[src/rtl/calc_pkg.sv]
// calc_pkg: ASCII codes, parser states and operand limits shared by the calc blocks
package calc_pkg;
    localparam int CALC_W      = 16;
    localparam int CALC_DIGITS = 5;
    localparam int POS_MAX     = 2 ** (CALC_W - 1) - 1;
    localparam int NEG_MAX     = 2 ** (CALC_W - 1);
    localparam logic [7:0] CHAR_0     = 8'h30;
    localparam logic [7:0] CHAR_9     = 8'h39;
    localparam logic [7:0] CHAR_MINUS = 8'h2D;
    localparam logic [7:0] CHAR_STAR  = 8'h2A;
    localparam logic [7:0] CHAR_SP    = 8'h20;
    localparam logic [7:0] CHAR_CR    = 8'h0D;
    localparam logic [7:0] CHAR_LF    = 8'h0A;
    typedef enum logic [2:0] {
        S1_SIGN,
        S1_DIG,
        S2_SIGN,
        S2_DIG,
        COMMIT,
        WAIT,
        ERR
    } state_t;
endpackage

[src/rtl/calc_dec_acc.sv]
// calc_dec_acc: decimal magnitude accumulator with digit count and range check
module calc_dec_acc
    import calc_pkg::*;
#(
    parameter int DATA_W     = CALC_W,
    parameter int MAX_DIGITS = CALC_DIGITS,
    parameter int CNT_W      = $clog2(MAX_DIGITS + 1)
) (
    input  logic              clk,
    input  logic              n_rst,
    input  logic              clr,
    input  logic              en,
    input  logic              neg,
    input  logic [3:0]        digit,
    output logic [DATA_W:0]   acc,
    output logic              has_dig,
    output logic              ovf
);
    localparam int WW = DATA_W + 4;
    logic [DATA_W:0] acc_q, acc_d;
    logic [CNT_W-1:0] cnt_q, cnt_d;
    logic [WW-1:0] wide;
    always_comb begin
        wide    = (WW'(acc_q) << 3) + (WW'(acc_q) << 1) + WW'(digit);
        ovf     = (int'(cnt_q) >= MAX_DIGITS) || (wide > (neg ? WW'(NEG_MAX) : WW'(POS_MAX)));
        acc_d   = clr ? '0 : en ? wide[DATA_W:0] : acc_q;
        cnt_d   = clr ? '0 : en ? cnt_q + 1'b1 : cnt_q;
        acc     = acc_q;
        has_dig = cnt_q != '0;
    end
    always_ff @(posedge clk or negedge n_rst) begin
        if (!n_rst) begin
            acc_q <= '0;
            cnt_q <= '0;
        end else begin
            acc_q <= acc_d;
            cnt_q <= cnt_d;
        end
    end
endmodule

[src/rtl/calc_parser.sv]
// calc_parser: parses "<op1>*<op2><CR|LF>" ASCII frames into two signed operands
module calc_parser
    import calc_pkg::*;
#(
    parameter int DATA_W     = CALC_W,
    parameter int MAX_DIGITS = CALC_DIGITS
) (
    input  logic              clk,
    input  logic              n_rst,
    input  logic [7:0]        rx_data,
    input  logic              rx_done,
    input  logic              booth_done,
    output logic [DATA_W-1:0] src1,
    output logic [DATA_W-1:0] src2,
    output logic              parser_done,
    output logic              parse_err
);
    state_t st, state_q, state_d;
    logic neg1_q, neg1_d, neg2_q, neg2_d, done_q, done_d, err_q, err_d;
    logic [DATA_W-1:0] op1_q, op1_d, src1_q, src1_d, src2_q, src2_d;
    logic acc_clr, acc_en, acc_neg, has_dig, ovf, bad;
    logic [DATA_W:0] acc;
    logic is_dig, is_minus, is_star, is_sp, is_eol;

    function automatic logic [DATA_W-1:0] twos(input logic [DATA_W:0] m, input logic n);
        return DATA_W'(n ? ~m + {{DATA_W{1'b0}}, 1'b1} : m);
    endfunction

    assign is_dig   = rx_data >= CHAR_0 && rx_data <= CHAR_9;
    assign is_minus = rx_data == CHAR_MINUS;
    assign is_star  = rx_data == CHAR_STAR;
    assign is_sp    = rx_data == CHAR_SP;
    assign is_eol   = rx_data == CHAR_CR || rx_data == CHAR_LF;

    calc_dec_acc #(.DATA_W(DATA_W), .MAX_DIGITS(MAX_DIGITS)) u_acc (
        .clk     (clk),
        .n_rst   (n_rst),
        .clr     (acc_clr),
        .en      (acc_en),
        .neg     (acc_neg),
        .digit   (rx_data[3:0]),
        .acc     (acc),
        .has_dig (has_dig),
        .ovf     (ovf)
    );

    // booth_done in WAIT hands this cycle's byte straight to S1_SIGN
    always_comb begin
        st      = (state_q == WAIT && booth_done) ? S1_SIGN : state_q;
        state_d = st;
        neg1_d  = neg1_q;
        neg2_d  = neg2_q;
        op1_d   = op1_q;
        src1_d  = src1_q;
        src2_d  = src2_q;
        done_d  = 1'b0;
        err_d   = 1'b0;
        acc_clr = 1'b0;
        acc_en  = 1'b0;
        bad     = 1'b0;
        acc_neg = (st == S1_DIG) ? neg1_q : (st == S2_DIG) ? neg2_q : 1'b0;
        if (st == COMMIT) begin
            src1_d  = op1_q;
            src2_d  = twos(acc, neg2_q);
            done_d  = 1'b1;
            acc_clr = 1'b1;
            err_d   = rx_done;
            state_d = WAIT;
        end else if (rx_done && st == WAIT) begin
            err_d = 1'b1;
        end else if (rx_done && st == ERR) begin
            acc_clr = 1'b1;
            err_d   = is_eol;
            state_d = is_eol ? S1_SIGN : ERR;
        end else if (rx_done && !is_sp) begin
            case (st)
                S1_SIGN: begin
                    neg1_d  = is_minus;
                    bad     = !(is_minus || is_dig || is_eol);
                    state_d = (is_minus || is_dig) ? S1_DIG : S1_SIGN;
                end
                S1_DIG: begin
                    bad     = !(is_dig || (is_star && has_dig));
                    op1_d   = is_star ? twos(acc, neg1_q) : op1_q;
                    acc_clr = is_star;
                    state_d = is_star ? S2_SIGN : S1_DIG;
                end
                S2_SIGN: begin
                    neg2_d  = is_minus;
                    bad     = !(is_minus || is_dig);
                    state_d = S2_DIG;
                end
                S2_DIG: begin
                    bad     = !(is_dig || (is_eol && has_dig));
                    state_d = is_eol ? COMMIT : S2_DIG;
                end
                default: ;
            endcase
            bad    = bad || (is_dig && ovf);
            acc_en = is_dig && !bad;
            // a terminator that kills the frame also ends it, so it reports at once
            if (bad) begin
                acc_clr = 1'b1;
                err_d   = is_eol;
                state_d = is_eol ? S1_SIGN : ERR;
            end
        end
    end

    always_ff @(posedge clk or negedge n_rst) begin
        if (!n_rst) begin
            state_q <= S1_SIGN;
            neg1_q  <= 1'b0;
            neg2_q  <= 1'b0;
            op1_q   <= '0;
            src1_q  <= '0;
            src2_q  <= '0;
            done_q  <= 1'b0;
            err_q   <= 1'b0;
        end else begin
            state_q <= state_d;
            neg1_q  <= neg1_d;
            neg2_q  <= neg2_d;
            op1_q   <= op1_d;
            src1_q  <= src1_d;
            src2_q  <= src2_d;
            done_q  <= done_d;
            err_q   <= err_d;
        end
    end

    assign src1        = src1_q;
    assign src2        = src2_q;
    assign parser_done = done_q;
    assign parse_err   = err_q;
endmodule

[config.mk]
export PLATFORM = sky130hd
export DESIGN_NAME = calc_parser
export DESIGN_NICKNAME = d
export VERILOG_FILES = /design/src/rtl/calc_pkg.sv /design/src/rtl/calc_dec_acc.sv /design/src/rtl/calc_parser.sv
export SDC_FILE = /design/constraint.sdc
export NUM_CORES = 1
export LEC_CHECK = 0
export ABC_CLOCK_PERIOD_IN_PS = 5200
export CAP_MARGIN = 20
export CORE_MARGIN = 2
export CORE_UTILIZATION = 45
export DETAILED_ROUTE_END_ITERATION = 12
export GPL_TIMING_DRIVEN = 0
export PLACE_DENSITY_LB_ADDON = 0.12
export SYNTH_ARGS = -nofsm -noshare
export SYNTH_HDL_FRONTEND = slang
export SYNTH_SLANG_ARGS = --single-unit
[constraint.sdc]
create_clock -name clk -period 5.2 [get_ports clk]
set_input_delay 1.3 -clock clk [delete_from_list [all_inputs] [get_ports clk]]
set_output_delay 1.3 -clock clk [all_outputs]
set_load 0.005 [all_outputs]
# Yosys cells after proc, flatten, opt, wreduce, memory -nomap -nowiden
# Index checks and enable logic that the tools add are counted.
# totals
reg_bits	75
elab_cells	103
# classes
n_addsub	4
bitwise_logic	4
n_lt_le_gt_ge	4
mux	41
n_eq_ne	12
reduce_logical	28
# op_table
operator	n
16-bit two-way mux	3
17-bit two-way mux	2
3-bit two-way mux	10
8-bit by 6-bit == test with 1-bit output, second input constant	3
1-bit two-way mux	23
20-bit by 18-bit adder with 20-bit output	1
20-bit by 4-bit adder with 20-bit output	1
20-bit greater-than comparator	1
16-bit by 1-bit adder with 16-bit output, second input constant	1
8-bit by 4-bit == test with 1-bit output, second input constant	2
16-bit inverter	1
3-bit == test, second input constant	4
3-bit one-hot mux with 4 select lines	1
5-bit AND reduction	2
1-bit logical AND	9
8-bit by 6-bit greater-or-equal comparator with 1-bit output, second input constant	1
8-bit by 6-bit less-or-equal comparator with 1-bit output, second input constant	1
1-bit logical OR	7
3-bit by 2-bit == test with 1-bit output, second input constant	2
1-bit logical NOT	6
6-bit AND reduction	1
1-bit one-hot mux with 4 select lines	1
3-bit by 1-bit adder with 3-bit output, second input constant	1
3-bit by 1-bit == test with 1-bit output, second input constant	1
6 further kinds	8

# Logic depth before layout (Yosys ltp)
# Gate-level depths: netlist of the first run.
# logic_depth
ltp_word	19
depth_mapped	20

# Cells and area by module
# A second synthesis of the first run with hierarchy kept.
# hier_totals
hier_cells	593
hier_area_um2	5408.9
# by_module_without_submodules
module	cells_each	instances	area_per_inst_um2	seq_area_each_um2
calc_parser	316	1	2936.6	1376.3
calc_dec_acc	277	1	2472.4	500.5

# Worst setup path before layout of the first run
# OpenSTA, ideal clock, no wires.
# synth_path
kind	input port to flip-flop
start	in rx_data[3]
end	reg u_acc.acc_q[6] (netlist: u_acc.acc[6])
setup_time_ns	0.121
required_time_ns	5.079
path_stages	20
t_arrival_ns	5.059
n_path_buf	1
slack_ns	0.020
cell_sequence	inv_1 -> fa_1 -> inv_1 -> ha_1 -> a211oi_1 -> o211a_1 -> a211oi_1 -> o21ai_0 -> nand2b_1 -> xor2_1 -> ha_1 -> nand4_1 -> nor2_1 -> a21boi_1 -> o41ai_1 -> nand3_1 -> nor4_2 -> buf_4 -> mux2i_1 -> nor2_1
# synth_between
elab_chain_len	18
word_cells_on_any_way	46
# synth_lines
item	line	text
start, declared	calc_parser.sv:10	input logic [7:0] rx_data,
parallel branches: the longest is 18 deep, another holds 20-bit by 4-bit adder with 20-bit output	--	
end signal, assigned	calc_dec_acc.sv:33	acc_q <= '0;
end signal, assigned	calc_dec_acc.sv:36	acc_q <= acc_d;
end, declared	calc_dec_acc.sv:20	logic [DATA_W:0] acc_q, acc_d;
# Several ways; the timed one is not identified. The select of a mux whose other input is x is not followed.
# A chain may end at the register's enable or synchronous reset.

# Worst setup path in the final report of the first run
# layout_path
start	in rx_data[3]
end	reg u_acc.acc_q[15] (netlist: u_acc.acc[15])
# The elaborated chain is that of the path after synthesis.

==> results of run 1 <==
-- routing by layer --
metal  vias to the layer above  global-route usage  part of all wire
met5                         -                   0                 0
met4                         0              0.0585             0.012
met3                         9              0.0351             0.036
met2                        88               0.346              0.48
met1                      2168               0.292              0.48
li1                       2231                   -                 -
-- power by group --
part / total [mW] / switching, mW / leakage, nW / internal, mW
clock network: 0.591 / 0.240 / 0.136 / 0.350
logic: 0.735 / 0.400 / 1.87 / 0.334
registers: 0.742 / 0.0679 / 1.01 / 0.675
-- kinds of logic after synthesis --
family          Yosys count  share of synthesized area
simple gates            190                      0.169
compound gates          141                      0.167
flops                    75                      0.354
fa+ha+maj                55                      0.133
buf+inv                  42                     0.0328
xor+xnor                 40                     0.0661
mux                      39                     0.0779
-- per-stage QoR --
stage	instance area (um2)	setup WS, ns
2_1_floorplan	5300	0.0197
3_3_place_gp	5930	-1.18
3_5_place_dp	5960	-1.27
4_1_cts	6390	0.0000457
5_1_grt	6510	-0.0951
6_report	6510	0.130
-- worst register-to-register path: stages, from the launching register on --
cell	delay, ns
dfrtp_1	0.51
inv_1	0.18
fa_1	0.55
inv_2	0.06
fa_2	0.43
a211oi_4	0.27
o211ai_1	0.20
a21oi_2	0.22
xnor2_2	0.15
ha_2	0.31
o21ai_2	0.16
o21bai_2	0.11
o41ai_4	0.43
nand3_2	0.14
nor4_4	0.34
buf_4	0.19
buf_8	0.13
mux2i_1	0.20
nor2_1	0.06
-- area by class of cell --
| cell class | count | area, um2 |
|---|---|---|
| plain buffers | 24 | 121 |
| clock buffers | 13 | 260 |
| clock inverters | 3 | 21.3 |
| fillers | 1067 | 4960 |
| inverters | 18 | 70.1 |
| multi-input cells | 465 | 3400 |
| flip-flops and latches | 75 | 1880 |
| well taps | 143 | 179 |
| repair buffers | 60 | 578 |
-- sequential cells by signal (all words and copies together) (netlist names), 3 cells and up --
| register | cells |
|---|---|
| op1_q | 16 |
| src1 | 16 |
| src2 | 16 |
| state_q | 3 |
| u_acc.acc | 17 |
| u_acc.cnt_q | 3 |
-- worst max path at each step --
stage	startpoint	to	slack, ns	cells after the start
floorplan	rx_data[3]	u_acc.acc[6]	0.02	20
global placement	rx_data[3]	u_acc.acc[13]	-1.18	21
detailed placement	rx_data[3]	u_acc.acc[15]	-1.27	18
CTS	rx_data[3]	u_acc.acc[15]	0.00005	19
global route	rx_data[3]	u_acc.acc[3]	-0.1	19
finish	rx_data[3]	u_acc.acc[15]	0.13	19
-- timing repair --
| action | 4_1_cts | 5_1_grt |
|---|---|---|
| endpoints found under the setup margin | 23 | 23 |
| buffers inserted | 6 | 7 |
| resized for setup | 28 | 26 |
| cloned | 2 | 0 |
| pin swaps | 13 | 21 |
-- cell usage in the layout, fill, tap and decap left out, types with 6 or more instances in the layout --
master	instances
a21o_1	8
xor2_1	28
mux2_2	18
ha_1	48
clkdlybuf4s50_1	41
clkbuf_1	20
inv_1	16
nand3_1	9
nor2_1	60
nand2_1	67
mux2i_1	21
clkbuf_16	9
o21ai_0	23
o211ai_1	6
buf_4	14
a21oi_1	45
xnor2_1	8
dfrtp_1	75
or3_1	7
o21ai_1	12
==> impl_metrics.json, run 1 <==
{
  "grt_util_all_layers": 0.212,
  "hold_ws_ns": 0.479,
  "fp-row-count": 39,
  "gp_congestion": 0.948,
  "fin_util": 0.567,
  "dp.cells": 771,
  "skew_ns": 0.00811,
  "instances_no_fill": 801,
  "async_reset_ff_frac": 1.00,
  "vdd_drop_max_mv": 0.277,
  "cp-end-kind": "flop",
  "hold_end": "op1_q[3]",
  "yosysSeqAreaShare": 0.354,
  "synth_top_area_frac": 0.354,
  "pwr_density_cell_nw_per_um2": 318,
  "antennaDiodeCount": 0,
  "crit_buf_inv": 5,
  "p_leak_nw": 3.01,
  "io_pins": 46,
  "die_h_um": 113,
  "relSlewSlack": 0.504,
  "vias_per_cell": 5.61,
  "drtIter0Drc": 285,
  "ant_nets": 0,
  "synth.avg_cell_area_um2": 9.11,
  "wire_per_inst_um": 16.1,
  "yosysMostFrequentCell": "dfrtp_1",
  "ys_types": 66,
  "r2r_start": "u_acc.acc[0]",
  "required_ns": 5.42,
  "grt_pass1_vias": 4360,
  "syn_inst": 582,
  "path_class": "in -> reg",
  "worst_pin_slew_ns": 0.739,
  "area_delta_synth_final_pct": 22.8,
  "overflow": 0,
  "syn_nets": 649,
  "hp-class": "reg -> reg",
  "ctsHoldBuffers": 0,
  "core_um2": 11500,
  "antenna_found_initial": 0,
  "p_total_mw": 2.07,
  "ys_seq_elements": 75,
  "hold_viol": 0,
  "reg2reg_slack_ns": 0.44,
  "cts_sinks": 75,
  "yosys-top-cells-area": "dfrtp_1 (35%), ha_1 (13%), xor2_1 (5.0%)",
  "clkTransAtPathRegs_ns": 0.06,
  "fp.dieArea_um2": 12700,
  "grt_max_degree": 51,
  "wirelength_um": 12900,
  "synth_common_cells": "dfrtp_1 (75), nand2_1 (67), nor2_1 (61), ha_1 (53), a21oi_1 (47)",
  "slew_violations": 0,
  "path_cells": "buf_8 > inv_4 > fa_1 > inv_2 > fa_2 > a211oi_4 > o211ai_1 > a21oi_2 > xnor2_2 > ha_2 > o21ai_2 > o21bai_2 > o41ai_4 > nand3_2 > nor4_4 > buf_4 > buf_8 > mux2i_1 > nor2_1",
  "start_util": 0.462,
  "cts_root_buf": "clkbuf_16",
  "final_nets": 720,
  "cts_max_level": 3,
  "dp_hpwl_um": 9880,
  "crit_path_frequent_cell": "buf_8",
  "drc_errors": 0,
  "drive_above_1_share": 0.134,
  "max_freq_ghz": 0.197,
  "max-clock-path-buffers": 2,
  "synth_area_um2": 5300,
  "insertion_delay_ns": 0.34,
  "cts_tree": "done",
  "crit_family": "compound AO/OA/AOI/OAI gates",
  "period_minus_slack_ns": 5.07,
  "grt_pass1_wl_um": 21700,
  "cap_violations": 0,
  "r2r_end": "u_acc.acc[15]",
  "setup_viol": 0,
  "status": "finished clean",
  "num_vias": 4496,
  "yosys.area.top_type": "dfrtp_1",
  "critPathLaunchType": "input port",
  "min_from": "op1_q[3]",
  "critPathArrivalTime_ns": 5.29,
  "portBuffers": 45,
  "die_width_um": 113,
  "cts_buffers": 9,
  "min_path_cells": 2,
  "cp_max_fo": 5,
  "rsz0062_at_grt": "yes",
  "dr.pass1.iters": 4,
  "synth-edff-count": 0,
  "setup-tns-final_ns": 0,
  "ff2ff_path_depth": 18,
  "finalCritPeriodShare": 0.975,
  "slowest_delay_ns": 0.49,
  "critPathSlowestCell": "fa_1",
  "synth_flop_cell": "dfrtp_1",
  "yosysWarnings": 0
}
Note: power is estimated with default switching activity, not from simulation.
==> run 2: changes to the inputs <==
--- a/config.mk
+++ b/config.mk
@@ -8,7 +8,7 @@
 export ABC_CLOCK_PERIOD_IN_PS = 5200
 export CAP_MARGIN = 20
 export CORE_MARGIN = 2
-export CORE_UTILIZATION = 45
+export CORE_UTILIZATION = 55
 export DETAILED_ROUTE_END_ITERATION = 12
 export GPL_TIMING_DRIVEN = 0
 export PLACE_DENSITY_LB_ADDON = 0.12
==> impl_metrics.json, run 2 (synthesis results as in run 1) <==
{
  "status": "finished clean",
  "hold_ws_ns": 0.480,
  "insertion_delay_ns": 0.36,
  "clock_power_share": 0.252,
  "p_leak_nw": 2.98,
  "overflow": 0,
  "ff2ff_path_depth": 21,
  "crit_family": "compound AO/OA/AOI/OAI gates",
  "dp_worst_setup_slack_ns": -1.22,
  "final_common_cell": "dfrtp_1",
  "fp.dieArea_um2": 10400,
  "r2r_start": "u_acc.acc[2]",
  "instances_no_fill": 785,
  "antennaDiodeCount": 0,
  "hp-class": "reg -> reg",
  "max_freq_ghz": 0.199,
  "gp_congestion": 0.946,
  "final_nets": 718,
  "die_h_um": 102,
  "grt_max_degree": 61,
  "wirelength_um": 13100,
  "pwr_density_cell_nw_per_um2": 314,
  "hold_viol": 0,
  "ctsHoldBuffers": 0,
  "fp-row-count": 35,
  "cts_root_buf": "clkbuf_8",
  "reg2reg_slack_ns": 0.54,
  "slew_violations": 0,
  "period_minus_slack_ns": 5.03,
  "min_path_cells": 2,
  "grt_pass1_vias": 4385,
  "num_vias": 4576,
  "io_pins": 46,
  "skew_ns": 0.0110,
  "drive_above_1_share": 0.122,
  "swShare": 0.358,
  "area_delta_synth_final_pct": 21.1,
  "switchingPower_mw": 0.720,
  "vias_per_cell": 5.83,
  "crit_buf_inv": 5,
  "setup_viol": 0,
  "cts_tree": "done",
  "cp-end-kind": "flop",
  "wire_per_inst_um": 16.6,
  "dp.cells": 757,
  "layout_common_cells": "dfrtp_1 (75), nand2_1 (67), nor2_1 (60)",
  "start_util": 0.571,
  "path_cells": "buf_8 > inv_4 > fa_1 > inv_2 > ha_4 > a211oi_4 > o211a_1 > a211oi_2 > o21ai_1 > nand2b_1 > xor2_2 > ha_1 > nand4_1 > nor2_2 > a21boi_4 > o41ai_4 > nand3_2 > nor4_4 > buf_4 > buf_4 > mux2i_1 > nor2_1",
  "critPathLaunchType": "input port",
  "relSlewSlack": 0.429,
  "design_area_um2": 6420,
  "p_total_mw": 2.01,
  "vdd_drop_max_mv": 0.164,
  "cts_max_level": 3,
  "min_from": "op1_q[3]",
  "setup-tns-final_ns": 0,
  "cts_sinks": 75,
  "cp_max_fo": 5,
  "comb_power_share": 0.381,
  "crit_path_frequent_cell": "buf_4",
  "r2r_end": "u_acc.acc[1]",
  "path_class": "in -> reg",
  "hold_end": "op1_q[3]",
  "core_um2": 9280,
  "critPathArrivalTime_ns": 5.28,
  "required_ns": 5.45,
  "power.internal_mw": 1.29,
  "max-clock-path-buffers": 2,
  "die_width_um": 102,
  "cap_violations": 0,
  "largest_reg_flops": 17,
  "drtIter0Drc": 292,
  "critPathSlowestCell": "fa_1",
  "grt_pass1_wl_um": 21400,
  "ant_nets": 0,
  "drc_errors": 0,
  "worst_pin_slew_ns": 0.851,
  "finalWorstSetupSlack_ns": 0.170,
  "slowest_delay_ns": 0.49,
  "fin_util": 0.691,
  "dp_hpwl_um": 9600,
  "finalCritPeriodShare": 0.967,
  "seq_power_share": 0.367,
  "post_dp_cell_area_um2": 5940,
  "dr.pass1.iters": 5,
  "cts_buffers": 9,
  "antenna_found_initial": 0,
  "clkTransAtPathRegs_ns": 0.09,
  "grt_util_all_layers": 0.260,
  "portBuffers": 45
}
[run 2: worst max path at each step]
stage                     slack, ns  cells past startpoint              to  startpoint
after global placement        -1.16                     21   u_acc.acc[13]  rx_data[3]
after CTS                     0.006                     21   u_acc.acc[16]  rx_data[3]
after global routing          -0.04                     22  u_acc.cnt_q[1]  rx_data[3]
after detailed placement      -1.22                     21   u_acc.acc[12]  rx_data[3]
final                          0.17                     22    u_acc.acc[1]  rx_data[3]
after floorplan                0.02                     20    u_acc.acc[6]  rx_data[3]
[run 2: area by class of cell]
cell class | count | area (um2)
Buffer | 23 | 109
Clock buffer | 10 | 128
Clock inverter | 6 | 87.6
Fill cell | 742 | 2870
Inverter | 18 | 70.1
Multi-Input combinational cell | 465 | 3410
Sequential cell | 75 | 1880
Tap cell | 129 | 161
Timing Repair Buffer | 59 | 573
[run 2: what timing repair did]
| item | 4_1_cts | 5_1_grt |
|---|---|---|
| setup endpoints to repair | 23 | 23 |
| resized for setup | 25 | 24 |
| setup buffers | 7 | 4 |
| cloned | 2 | 0 |
| pin swaps | 14 | 17 |
[run 2: power by group through the flow]
| stage | clock network, mW | logic [mW] | registers [mW] |
|---|---|---|---|
| global route | 0.541 | 0.858 | 0.751 |
| floorplan | 0 | 0.423 | 0.744 |
| detailed placement | 0 | 0.720 | 0.749 |
| finish | 0.507 | 0.767 | 0.739 |
| CTS | 0.517 | 0.762 | 0.738 |
| global placement | 0 | 0.706 | 0.747 |
[run 2: worst reg2reg max path, delay by kind of cell, from the launching register on]
| kind | cells | cell delay, ns |
|---|---|---|
| flops | 1 | 0.49 |
| mux | 1 | 0.20 |
| simple gates | 6 | 0.79 |
| xor+xnor | 1 | 0.16 |
| fa+ha+maj | 3 | 1.10 |
| compound gates | 6 | 1.28 |
| buf+inv | 4 | 0.53 |
[run 2: routing by layer]
metal | global-route usage | routed length [um] | up-vias
met3 | 0.0349 | 494 | 25
met2 | 0.434 | 6280 | 109
met4 | 0.0892 | 284 | 0
met5 | 0 | 0 | -
met1 | 0.350 | 5990 | 2227
li1 | - | - | 2215
==> run 3: changes to the inputs <==
--- a/config.mk
+++ b/config.mk
@@ -12,6 +12,7 @@
 export DETAILED_ROUTE_END_ITERATION = 12
 export GPL_TIMING_DRIVEN = 0
 export PLACE_DENSITY_LB_ADDON = 0.12
+export SLEW_MARGIN = 20
 export SYNTH_ARGS = -nofsm -noshare
 export SYNTH_HDL_FRONTEND = slang
 export SYNTH_SLANG_ARGS = --single-unit
==> impl_metrics.json, run 3 (synthesis results as in run 1) <==
{
  "grt_pass1_wl_um": 21500,
  "skew_ns": 0.0142,
  "cp_max_fo": 10,
  "fp-row-count": 35,
  "grt_max_degree": 58,
  "max_freq_ghz": 0.198,
  "fp.dieArea_um2": 10400,
  "drtIter0Drc": 214,
  "wire_per_inst_um": 16.5,
  "layout_common_cells": "dfrtp_1 (75), nand2_1 (67), nor2_1 (60)",
  "grt_util_met2": 0.432,
  "grt_util_met3": 0.0417,
  "core_um2": 9280,
  "comb_power_share": 0.386,
  "antennaDiodeCount": 0,
  "critPathArrivalTime_ns": 5.28,
  "globalRouteMet1Util": 0.352,
  "swShare": 0.367,
  "dp_hpwl_um": 9610,
  "p_total_mw": 1.94,
  "cts_max_level": 3,
  "p_leak_nw": 2.96,
  "slew_violations": 0,
  "drc_errors": 0,
  "drive_above_1_share": 0.118,
  "cts_buffers": 9,
  "vias_per_cell": 5.88,
  "clkTransAtPathRegs_ns": 0.08,
  "cts_tree": "done",
  "num_vias": 4595,
  "cp-end-kind": "flop",
  "switchingPower_mw": 0.713,
  "wirelength_um": 12900,
  "grt_pass1_vias": 4441,
  "finalCritPeriodShare": 0.969,
  "worst_pin_slew_ns": 0.816,
  "start_util": 0.571,
  "largest_reg_flops": 17,
  "antenna_found_initial": 0,
  "cap_violations": 0,
  "seq_power_share": 0.380,
  "critPathLaunchType": "input port",
  "pwr_density_cell_nw_per_um2": 307,
  "io_pins": 46,
  "fillers": 752,
  "final_nets": 716,
  "cts_sinks": 75,
  "gp_congestion": 0.946,
  "insertion_delay_ns": 0.35,
  "dr.pass1.iters": 5,
  "required_ns": 5.44,
  "hp-class": "reg -> reg",
  "top_usage_layer": "met2",
  "hold_viol": 0,
  "vdd_drop_max_mv": 0.161,
  "overflow": 0,
  "period_minus_slack_ns": 5.04,
  "path_class": "in -> reg",
  "setup_viol": 0,
  "die_width_um": 102,
  "status": "finished clean",
  "max-clock-path-buffers": 2,
  "ant_nets": 0,
  "area_delta_synth_final_pct": 19.5,
  "die_h_um": 102,
  "setup-tns-final_ns": 0,
  "portBuffers": 45,
  "relSlewSlack": 0.452,
  "grt_util_all_layers": 0.260,
  "final_common_cell": "dfrtp_1",
  "cts_root_buf": "clkbuf_8",
  "power.internal_mw": 1.23,
  "clock_power_share": 0.235
}
[run 3: worst paths after layout]
path	start	endpoint	slack, ns	cells after the start
worst max register to register	u_acc.acc[2]	u_acc.acc[9]	0.56	21
worst min register to register	op1_q[3]	op1_q[3]	0.48	2
worst min-delay path	op1_q[3]	op1_q[3]	0.48	2
worst max-delay path	rx_data[3]	u_acc.acc[9]	0.16	22
max in group asynchronous	n_rst	state_q[1]	3.82	2
min in group asynchronous	n_rst	src1[11]	0.81	1
[run 3: metrics by stage]
step | utilization | cells | instance area [um2] | setup slack (ns) | hold WS, ns
6_report | 0.683 | 782 | 6340 | 0.161 | 0.481
5_1_grt | 0.683 | 782 | 6340 | -0.0337 | 0.513
4_1_cts | 0.676 | 780 | 6280 | 0.0198 | 0.487
3_5_place_dp | 0.640 | 757 | 5940 | -1.23 | 0.468
3_3_place_gp | 0.637 | 756 | 5910 | -1.16 | 0.463
2_1_floorplan | - | 582 | 5300 | 0.0197 | 0.444
[run 3: final cells by class]
cell class	count	area, um2	share of cell area
Tap cell	129	161	0.0255
Clock buffer	9	124	0.0195
Clock inverter	6	65.1	0.0103
Buffer	24	129	0.0203
Multi-Input combinational cell	465	3360	0.531
Timing Repair Buffer	56	549	0.0867
Inverter	18	67.6	0.0107
Sequential cell	75	1880	0.296
[run 3: metal layers]
metal | wire (um) | vias to the layer above | share of wire
li1 | - | 2214 | -
met4 | 250 | 0 | 0.019
met1 | 5940 | 2230 | 0.46
met2 | 6220 | 121 | 0.48
met3 | 506 | 30 | 0.039
met5 | 0 | - | 0
[run 3: worst max-delay path: stages]
cell	delay [ns]
buf_4	0.10
inv_2	0.04
fa_1	0.48
inv_2	0.06
ha_4	0.23
a211oi_4	0.27
o211a_1	0.26
a211oi_2	0.07
o21ai_1	0.17
nand2b_1	0.10
xor2_2	0.17
ha_1	0.33
nand4_1	0.12
nor2_2	0.05
a21boi_2	0.16
o41ai_4	0.36
nand3_2	0.13
nor4_4	0.29
buf_6	0.16
buf_12	0.14
mux2i_1	0.21
nor2_1	0.05
[run 3: power by group through the flow]
stage	combinational (mW)	clock, mW	sequential, mW
3_3_place_gp	0.706	0	0.747
5_1_grt	0.834	0.492	0.749
3_5_place_dp	0.721	0	0.749
4_1_cts	0.746	0.459	0.737
6_report	0.750	0.456	0.738
2_1_floorplan	0.423	0	0.744
[run 3: repair_timing]
item / in CTS / in global routing
buffers inserted: 7 / 2
resized for setup: 26 / 18
setup endpoints to repair: 23 / 23
hold buffers: 0 / 0
pin swaps: 13 / 18
gates cloned: 1 / 0
